## src/rtl/bus8_reg_bank_pkg.sv

```systemverilog
// ----------------------------------------------------------------------------
// bus8_regs_pkg
// Shared definitions for the 8-bit bus register bank:
//   - register offsets decoded from i_Bus_Addr8[3:0]
//   - CTRL bit positions and the mask of CTRL bits that are actually stored
//   - value returned for reads of unmapped offsets
//   - the {valid, data} beat carried by the read-return pipeline
// ----------------------------------------------------------------------------
package bus8_regs_pkg;

    // Register offsets (i_Bus_Addr8[3:0])
    localparam logic [3:0] REG_ID      = 4'h0;
    localparam logic [3:0] REG_SCRATCH = 4'h1;
    localparam logic [3:0] REG_CTRL    = 4'h2;
    localparam logic [3:0] REG_STATUS  = 4'h3;
    localparam logic [3:0] REG_EVENT   = 4'h4;
    localparam logic [3:0] REG_IRQ_EN  = 4'h5;
    localparam logic [3:0] REG_CNT_LO  = 4'h6;
    localparam logic [3:0] REG_CNT_HI  = 4'h7;

    // CTRL bit positions
    localparam int unsigned CTRL_CNT_EN  = 0;
    localparam int unsigned CTRL_CNT_CLR = 1;

    // The clear bit is a strobe, never stored, so it always reads back 0
    localparam logic [7:0] CTRL_STORE_MASK = 8'hFD;

    // Returned for offsets 0x8..0xF
    localparam logic [7:0] UNMAPPED_RD_VALUE = 8'h00;

    // One read-return pipeline stage
    typedef struct packed {
        logic       valid;
        logic [7:0] data;
    } rd_beat_t;

endpackage : bus8_regs_pkg

```

## src/rtl/bus8_reg_bank_if.sv

```systemverilog
// ----------------------------------------------------------------------------
// bus8_reg_bank_if
// 8-bit chip-select bus between the UART-to-bus bridge (master) and a bus
// target (slave).
//   i_Bus_CS       one-cycle access strobe
//   i_Bus_Wr_Rd_n  1 = write, 0 = read, qualified by CS
//   i_Bus_Addr8    byte address
//   i_Bus_Wr_Data  write data, qualified by CS & Wr_Rd_n
//   o_Bus_Rd_Data  read data, valid while o_Bus_Rd_DV = 1
//   o_Bus_Rd_DV    one-cycle read-data-valid pulse
// ----------------------------------------------------------------------------
interface bus8_reg_bank_if;

    logic        i_Bus_CS;
    logic        i_Bus_Wr_Rd_n;
    logic [15:0] i_Bus_Addr8;
    logic [7:0]  i_Bus_Wr_Data;
    logic [7:0]  o_Bus_Rd_Data;
    logic        o_Bus_Rd_DV;

    modport master (
        output i_Bus_CS,
        output i_Bus_Wr_Rd_n,
        output i_Bus_Addr8,
        output i_Bus_Wr_Data,
        input  o_Bus_Rd_Data,
        input  o_Bus_Rd_DV
    );

    modport slave (
        input  i_Bus_CS,
        input  i_Bus_Wr_Rd_n,
        input  i_Bus_Addr8,
        input  i_Bus_Wr_Data,
        output o_Bus_Rd_Data,
        output o_Bus_Rd_DV
    );

endinterface : bus8_reg_bank_if

```

## src/rtl/bus8_rd_pipe.sv

```systemverilog
// ----------------------------------------------------------------------------
// bus8_rd_pipe
// DEPTH-stage shift register carrying {valid, data[7:0]} read returns.
// A push in cycle N appears on o_Valid/o_Data in cycle N+DEPTH.
// Data of a stage only loads when the incoming beat is valid, so o_Data
// holds the last returned value between valid pulses.
// Ports:
//   i_Bus_Clk    clock
//   i_Bus_Rst_L  asynchronous active-low reset; drops every in-flight beat
//   i_Push       insert a beat this cycle
//   i_Data       data of the inserted beat
//   o_Valid      one-cycle valid pulse at the pipe output
//   o_Data       data of the most recent valid beat
// ----------------------------------------------------------------------------
module bus8_rd_pipe
    import bus8_regs_pkg::*;
#(
    parameter int unsigned DEPTH = 1
) (
    input  logic       i_Bus_Clk,
    input  logic       i_Bus_Rst_L,
    input  logic       i_Push,
    input  logic [7:0] i_Data,
    output logic       o_Valid,
    output logic [7:0] o_Data
);

    rd_beat_t [DEPTH-1:0] stage;

    always_ff @(posedge i_Bus_Clk or negedge i_Bus_Rst_L) begin
        if (!i_Bus_Rst_L) begin
            stage <= '0;
        end else begin
            stage[0].valid <= i_Push;
            if (i_Push) begin
                stage[0].data <= i_Data;
            end
            for (int unsigned i = 1; i < DEPTH; i++) begin
                stage[i].valid <= stage[i-1].valid;
                if (stage[i-1].valid) begin
                    stage[i].data <= stage[i-1].data;
                end
            end
        end
    end

    assign o_Valid = stage[DEPTH-1].valid;
    assign o_Data  = stage[DEPTH-1].data;

endmodule : bus8_rd_pipe

```

## src/rtl/bus8_reg_bank.sv

```systemverilog
// ----------------------------------------------------------------------------
// bus8_reg_bank
// 8-bit bus target register bank behind the UART-to-bus bridge.
// Map (offset = i_Bus_Addr8[3:0]):
//   0x0 ID (RO)        0x1 SCRATCH (RW)     0x2 CTRL (RW, bit1 self-clears)
//   0x3 STATUS (RO)    0x4 EVENT (W1C)      0x5 IRQ_EN (RW)
//   0x6 CNT_LO (RO, latches CNT_HI snapshot) 0x7 CNT_HI snapshot (RO)
//   0x8..0xF unmapped: read 0x00 with DV, writes ignored
// Parameters:
//   RD_LATENCY  cycles from CS to o_Bus_Rd_DV (1..4)
//   ID_VALUE    constant at offset 0x0
//   CTRL_RESET  CTRL reset value (bit1 is masked off)
// Ports:
//   i_Bus_Clk    clock
//   i_Bus_Rst_L  asynchronous active-low reset
//   bus          slave side of the 8-bit bus
//   o_Ctrl       CTRL register contents
//   i_Status     live status, sampled on a STATUS read
//   i_Event      event inputs setting sticky EVENT bits
//   o_Irq        registered |(EVENT & IRQ_EN)
// ----------------------------------------------------------------------------
module bus8_reg_bank
    import bus8_regs_pkg::*;
#(
    parameter int unsigned RD_LATENCY = 1,
    parameter logic [7:0]  ID_VALUE   = 8'hA5,
    parameter logic [7:0]  CTRL_RESET = 8'h00
) (
    input  logic             i_Bus_Clk,
    input  logic             i_Bus_Rst_L,
    bus8_reg_bank_if.slave   bus,
    output logic [7:0]       o_Ctrl,
    input  logic [7:0]       i_Status,
    input  logic [7:0]       i_Event,
    output logic             o_Irq
);

    if (RD_LATENCY < 1 || RD_LATENCY > 4) begin : g_bad_latency
        $error("bus8_reg_bank: RD_LATENCY must be in 1..4");
    end

    logic [3:0]  offset;
    logic        wr_stb;
    logic        rd_stb;
    logic [7:0]  event_clr;
    logic [7:0]  rd_mux;
    logic        unused_addr_hi;

    logic [7:0]  scratch_q;
    logic [7:0]  ctrl_q;
    logic        cnt_clr_q;
    logic [7:0]  event_q;
    logic [7:0]  irq_en_q;
    logic [15:0] cnt_q;
    logic [7:0]  cnt_hi_q;
    logic        irq_q;

    assign offset         = bus.i_Bus_Addr8[3:0];
    assign unused_addr_hi = ^bus.i_Bus_Addr8[15:4];
    assign wr_stb         = bus.i_Bus_CS &  bus.i_Bus_Wr_Rd_n;
    assign rd_stb         = bus.i_Bus_CS & ~bus.i_Bus_Wr_Rd_n;
    assign event_clr      = (wr_stb && offset == REG_EVENT) ? bus.i_Bus_Wr_Data : '0;

    // Read data is taken from register values present in the CS cycle
    always_comb begin
        rd_mux = UNMAPPED_RD_VALUE;
        case (offset)
            REG_ID:      rd_mux = ID_VALUE;
            REG_SCRATCH: rd_mux = scratch_q;
            REG_CTRL:    rd_mux = ctrl_q;
            REG_STATUS:  rd_mux = i_Status;
            REG_EVENT:   rd_mux = event_q;
            REG_IRQ_EN:  rd_mux = irq_en_q;
            REG_CNT_LO:  rd_mux = cnt_q[7:0];
            REG_CNT_HI:  rd_mux = cnt_hi_q;
            default:     rd_mux = UNMAPPED_RD_VALUE;
        endcase
    end

    always_ff @(posedge i_Bus_Clk or negedge i_Bus_Rst_L) begin
        if (!i_Bus_Rst_L) begin
            scratch_q <= '0;
            ctrl_q    <= CTRL_RESET & CTRL_STORE_MASK;
            cnt_clr_q <= 1'b0;
            event_q   <= '0;
            irq_en_q  <= '0;
            cnt_q     <= '0;
            cnt_hi_q  <= '0;
            irq_q     <= 1'b0;
        end else begin
            cnt_clr_q <= 1'b0;

            if (wr_stb) begin
                case (offset)
                    REG_SCRATCH: scratch_q <= bus.i_Bus_Wr_Data;
                    REG_CTRL: begin
                        ctrl_q    <= bus.i_Bus_Wr_Data & CTRL_STORE_MASK;
                        cnt_clr_q <= bus.i_Bus_Wr_Data[CTRL_CNT_CLR];
                    end
                    REG_IRQ_EN:  irq_en_q <= bus.i_Bus_Wr_Data;
                    default: ;
                endcase
            end

            // Set term applied after the clear so a coincident event wins
            event_q <= (event_q & ~event_clr) | i_Event;

            // Clear strobe is registered: it acts on the edge after the write
            if (cnt_clr_q) begin
                cnt_q <= '0;
            end else if (ctrl_q[CTRL_CNT_EN]) begin
                cnt_q <= cnt_q + 16'd1;
            end

            if (rd_stb && offset == REG_CNT_LO) begin
                cnt_hi_q <= cnt_q[15:8];
            end

            irq_q <= |(event_q & irq_en_q);
        end
    end

    bus8_rd_pipe #(
        .DEPTH (RD_LATENCY)
    ) u_rd_pipe (
        .i_Bus_Clk   (i_Bus_Clk),
        .i_Bus_Rst_L (i_Bus_Rst_L),
        .i_Push      (rd_stb),
        .i_Data      (rd_mux),
        .o_Valid     (bus.o_Bus_Rd_DV),
        .o_Data      (bus.o_Bus_Rd_Data)
    );

    assign o_Ctrl = ctrl_q;
    assign o_Irq  = irq_q;

endmodule : bus8_reg_bank

```

## src/flat_wrapper.sv

```systemverilog
// flat-port wrapper written by rule: the top's interface ports become plain ports
module bus8_reg_bank_flat import bus8_regs_pkg::*;
#(
    parameter int unsigned RD_LATENCY = 1,
    parameter logic [7:0]  ID_VALUE   = 8'hA5,
    parameter logic [7:0]  CTRL_RESET = 8'h00
)
  (i_Bus_Clk, i_Bus_Rst_L, o_Ctrl, i_Status, i_Event, o_Irq, bus_i_Bus_CS, bus_i_Bus_Wr_Rd_n, bus_i_Bus_Addr8, bus_i_Bus_Wr_Data, bus_o_Bus_Rd_Data, bus_o_Bus_Rd_DV);
  bus8_reg_bank_if bus_i ();
  input  logic i_Bus_Clk;
  input  logic i_Bus_Rst_L;
  output logic [7:0] o_Ctrl;
  input  logic [7:0] i_Status;
  input  logic [7:0] i_Event;
  output logic o_Irq;
  input wire logic [$bits(bus_i.i_Bus_CS)-1:0] bus_i_Bus_CS;
  input wire logic [$bits(bus_i.i_Bus_Wr_Rd_n)-1:0] bus_i_Bus_Wr_Rd_n;
  input wire logic [$bits(bus_i.i_Bus_Addr8)-1:0] bus_i_Bus_Addr8;
  input wire logic [$bits(bus_i.i_Bus_Wr_Data)-1:0] bus_i_Bus_Wr_Data;
  output wire logic [$bits(bus_i.o_Bus_Rd_Data)-1:0] bus_o_Bus_Rd_Data;
  output wire logic [$bits(bus_i.o_Bus_Rd_DV)-1:0] bus_o_Bus_Rd_DV;
  assign bus_i.i_Bus_CS = bus_i_Bus_CS;
  assign bus_i.i_Bus_Wr_Rd_n = bus_i_Bus_Wr_Rd_n;
  assign bus_i.i_Bus_Addr8 = bus_i_Bus_Addr8;
  assign bus_i.i_Bus_Wr_Data = bus_i_Bus_Wr_Data;
  assign bus_o_Bus_Rd_Data = bus_i.o_Bus_Rd_Data;
  assign bus_o_Bus_Rd_DV = bus_i.o_Bus_Rd_DV;
  bus8_reg_bank #(.RD_LATENCY(RD_LATENCY), .ID_VALUE(ID_VALUE), .CTRL_RESET(CTRL_RESET)) u_core (.i_Bus_Clk(i_Bus_Clk), .i_Bus_Rst_L(i_Bus_Rst_L), .bus(bus_i), .o_Ctrl(o_Ctrl), .i_Status(i_Status), .i_Event(i_Event), .o_Irq(o_Irq));
endmodule
```

## config.mk

```make
export PLATFORM = sky130hd
export DESIGN_NAME = bus8_reg_bank_flat
export DESIGN_NICKNAME = d
export VERILOG_FILES = /design/src/rtl/bus8_reg_bank_pkg.sv /design/src/rtl/bus8_reg_bank_if.sv /design/src/rtl/bus8_rd_pipe.sv /design/src/rtl/bus8_reg_bank.sv /design/src/flat_wrapper.sv
export SDC_FILE = /design/constraint.sdc
export NUM_CORES = 1
export LEC_CHECK = 0
export CAP_MARGIN = 30
export CORE_MARGIN = 2
export CORE_UTILIZATION = 52
export DETAILED_ROUTE_END_ITERATION = 16
export PLACE_DENSITY = 0.85
export SETUP_SLACK_MARGIN = 0.15
export SYNTH_ARGS = -nofsm -noshare
export SYNTH_HDL_FRONTEND = slang
export SYNTH_SLANG_ARGS = --single-unit
```

## constraint.sdc

```tcl
create_clock -name i_Bus_Clk -period 2.2 [get_ports i_Bus_Clk]
set_input_delay 0.33 -clock i_Bus_Clk [delete_from_list [all_inputs] [get_ports i_Bus_Clk]]
set_output_delay 0.33 -clock i_Bus_Clk [all_outputs]
set_load 0.05 [all_outputs]
```

==> results list <==
- The flow ran to the end, and the final reports show no timing, DRC or antenna violations.
- The routed design has ~7.8 mm of wire.
* P per Cell Area: 788 nW/um^2
- Post-synthesis average cell area: approximately 11 um^2
- PortBufs: 48
- The floorplan has 28 rows.
- The synthesized design contains 66 register bits.
- In this run, distinct cell masters in the synthesized netlist total between 40 and 50.
- After synthesis, the share of flip-flops with an asynchronous set or reset is 100%.
- The number of global-route vias before repair is about 2600.
- The number of antenna violations at the first check in global routing came to 0.
* Sequential share of the synthesized area: 51.4%
- The cell family contributing the most delay on the critical path is buffers and inverters.
* Yosys warnings: 0
- Number of DRC violations after detailed-routing iteration 0: roughly 180
- At the worst endpoint, the required time is roughly 1900 ps.
- The number of antenna diodes in the final layout is 0.
- Finish-stage setup viols: 0
- In this run the tightest slew margin relative to its limit is roughly 65%.
- Maximum frequency from static timing analysis: approximately 0.52 GHz
- Sequential cells burn between 40% and 50% of the power.
- Leftover overflow at the end of global routing: 0
- Clock share of power: a little under a third
- Detailed placement finished with a half-perimeter wire length of just under 6 mm.
- Kind of capture point of the worst setup path: output port
* Unrepaired setup endpoints after global routing: false
- Detailed-route vias per instance: 5.82
- Minimum clock period: 1920 ps
- Of the cells placed in the final design, the portion with a size suffix greater than 1 is 22.6%.
- The number of hold violations in the final report was 0.
* Area of placed instances: 3910 um^2
- Core Footprint: roughly 6000 um^2
- Post-DR wirelength/cell: 18.0 um
* I/O pins: between 60 and 70
- The largest single stage delay on the critical path is roughly 830 ps.
- At the pin with the least slew margin, the transition time is roughly 520 ps.
- After synthesis the cells add up to ~3200 um^2.
- After filler insertion, the fill cell instance count of the layout stands at about 480.
* Max IR drop VDD: around 0.48 mV
* Overall power after layout: roughly 3.2 mW
* Total met2 wirelength after detailed routing: 3.67 mm
* First-pass GRT wire length: around 13 mm
* Initial cell density of the core: 54.0%
* M1 wire length: 3.38 mm
- Clk Latency, worst-skew pair: 350 ps
- For this run, the leading register cell type out of synthesis is dfrtp_1.
* Number of levels the H-tree was split into: 3
* Area of the die: just under 7000 um^2
- The finished cells cover 4110 um^2.
- Bufs on Longest Clock Path: 2
- Switching power summed over all nets: a little under 1 mW
- In the synthesized netlist, the cells that appear most often are dfrtp_1, mux2_2, nor2_1.
- From bottom edge to top edge, the die measures 82.6 um.
* Largest net degree at the start of global routing: 25
- Compared with the post-synthesis result, the final layout area differs by 27.8%.
- Accumulated negative setup slack: 0 ps
* Routed via count: between 2000 and 3000
- Per report_power, the combinational group accounts for 22.8% of the total.
- Tot GR Track Use: a little over a quarter
- Cell internal power was estimated by the tool at between 2 and 2.5 mW.
- Hold crit path type: in -> async
- Detailed-router iteration count before antenna repair: 4
- The floorplan step set the die width to 82.6 um.
* Share of the clock period used by the worst path: between 80 and 90%
- Worst-path clk slew: around 60 ps
- Critical path launch point type: register
* Critical path peak fanout: 3
- Switching share of total power: a little under a third
- The critical path is of the reg -> out type.
- CP Cell Sequence: clkdlybuf4s50_1
* Worst Path Arrival: approximately 1600 ps
- Number of synthesized flops with an enable pin: 0
- Layout Skew: a little over 9 ps
- Synthesis handed over a netlist of between 200 and 300 instances.
- Post-CTS timing repair inserted 0 buffers for setup.
- GPL Wtd Cong: around 0.83
- Share of Yosys cell area claimed by the top area cell type: about half
- After the flow finishes, the layout carries non-filler instances totaling around 430.
- Slowest cell on crit path: clkdlybuf4s50_1
- Nets: around 400
- # clock sinks: 66
- Met3 layer wire length in the routed design: about 570 um
* Largest area contributor in the netlist: dfrtp_1
- TritonCTS built the clock tree.
- Number of design rule violations left after detail routing: 0
- The final count of pins violating max slew is 0.
- After synthesis, the cell types taking the most area are dfrtp_1, mux2_2, xor2_1.
- Total buffers and inverters traversed by the critical path: 1
* Top routing layer in use: met4
* Root buffer selected by CTS: clkbuf_8
- The tool flagged a number of max-cap violations equal to 0.
- The count of nets left with antenna violations once routing finished came out at 0.
- In the post-synthesis netlist, the cell with the most instances is dfrtp_1.
- In this run, CTS created clock tree buffers numbering 9.
- Summed over all cells, the static leakage comes to 1.81 nW.
* Net count after synthesis: 330
- Placed instance count: 417
==> per-layer routing <==
layer  vias up  global-route usage, %
met2        97                   38.7
met5         -                      0
li1       1175                      -
met4         0                   14.6
met1      1233                   35.0
met3        16                   6.09
==> stage by stage <==
stage	setup slack, ps	hold WS [ps]	util (%)
6_report	281	476	69.0
3_3_place_gp	61.3	309	65.7
4_1_cts	152	488	68.9
2_1_floorplan	206	34.4	-
5_1_grt	214	510	69.0
3_5_place_dp	57.4	322	65.7
==> worst paths after layout <==
check | from | end | slack (ps) | depth (start not counted)
min in group i_Bus_Clk | u_core.u_rd_pipe.o_Data[7] | u_core.u_rd_pipe.o_Data[7] | 480 | 2
hold reg to reg | u_core.u_rd_pipe.o_Data[7] | u_core.u_rd_pipe.o_Data[7] | 480 | 2
max in group asynchronous | i_Bus_Rst_L | u_core.event_q[0] | 1020 | 3
setup / recovery | u_core.o_Ctrl[2] | o_Ctrl[2] | 280 | 1
setup reg to reg | u_core.o_Ctrl[0] | u_core.cnt_q[15] | 500 | 4
hold / removal | i_Bus_Rst_L | u_core.cnt_q[15] | 480 | 2
==> power groups by stage <==
stage / sequential, mW / clock, mW / combinational [mW]
5_1_grt: 1.54 / 1.04 / 0.804
3_3_place_gp: 1.52 / 0 / 0.716
4_1_cts: 1.51 / 0.991 / 0.743
3_5_place_dp: 1.53 / 0 / 0.739
6_report: 1.52 / 0.986 / 0.738
2_1_floorplan: 1.64 / 0 / 0.316
==> final cells by class <==
cell class / instances / area, um^2 / share of cell area [%]
flip-flops and latches: 66 / 1650 / 40.2
repair buffers: 75 / 696 / 16.9
inverters: 7 / 26.3 / 0.639
multi-input cells: 195 / 1460 / 35.4
clock inverters: 3 / 40.0 / 0.974
well taps: 75 / 93.8 / 2.28
clock buffers: 12 / 145 / 3.53
==> kinds of logic after synthesis <==
family	count (synthesis)	share of synthesized area, %
adders and majority gates	1	0.389
xor gates and xnor gates	11	3.00
other	1	0.117
buffers and inverters	24	3.31
and+or+nand+nor	82	14.1
DFF	66	51.4
AOI/OAI and AO/OA	57	12.2
muxes	43	15.5
==> layout by cell type (no fill, tap or decap), types with 2 or more instances in the layout <==
cell	Yosys	routed
o211ai_1	2	2
inv_1	7	7
o22ai_1	4	4
nand4_1	8	8
mux4_2	2	2
nor2_1	19	19
nand3b_1	3	3
a211o_1	2	2
clkdlybuf4s50_1	0	46
buf_4	2	25
o21ai_0	7	7
mux2i_1	7	7
xor2_1	10	10
o31ai_1	2	2
and2_1	3	3
clkbuf_8	0	10
nor3b_1	3	3
dfrtp_1	66	66
a21oi_1	11	11
or3_1	3	3
nand2b_1	4	4
nor2b_1	2	2
or4_1	2	2
clkinv_2	0	2
a31oi_1	3	3
nand2_1	18	18
a22o_1	5	5
nand3_1	7	7
a22oi_1	7	7
mux2_2	34	34
clkbuf_1	7	2
a21o_1	8	8
and3_1	2	2
==> flip-flops by register name (all words and copies together), names as in the netlist <==
signal                    flops
u_core.cnt_q                 16
u_core.event_q                8
u_core.u_rd_pipe.o_Data       8
u_core.o_Ctrl                 7
u_core.u_rd_pipe.o_Valid      1
u_core.cnt_hi_q               8
u_core.irq_en_q               8
u_core.o_Irq                  1
u_core.scratch_q              8
u_core.cnt_clr_q              1
==> repair_timing <==
action,CTS,global route
setup endpoints to repair,0,1
hold buffers,1,0
gates resized for setup,0,1
hold endpoints to repair,20,0
No activity file was read; power rests on OpenSTA's default activity.
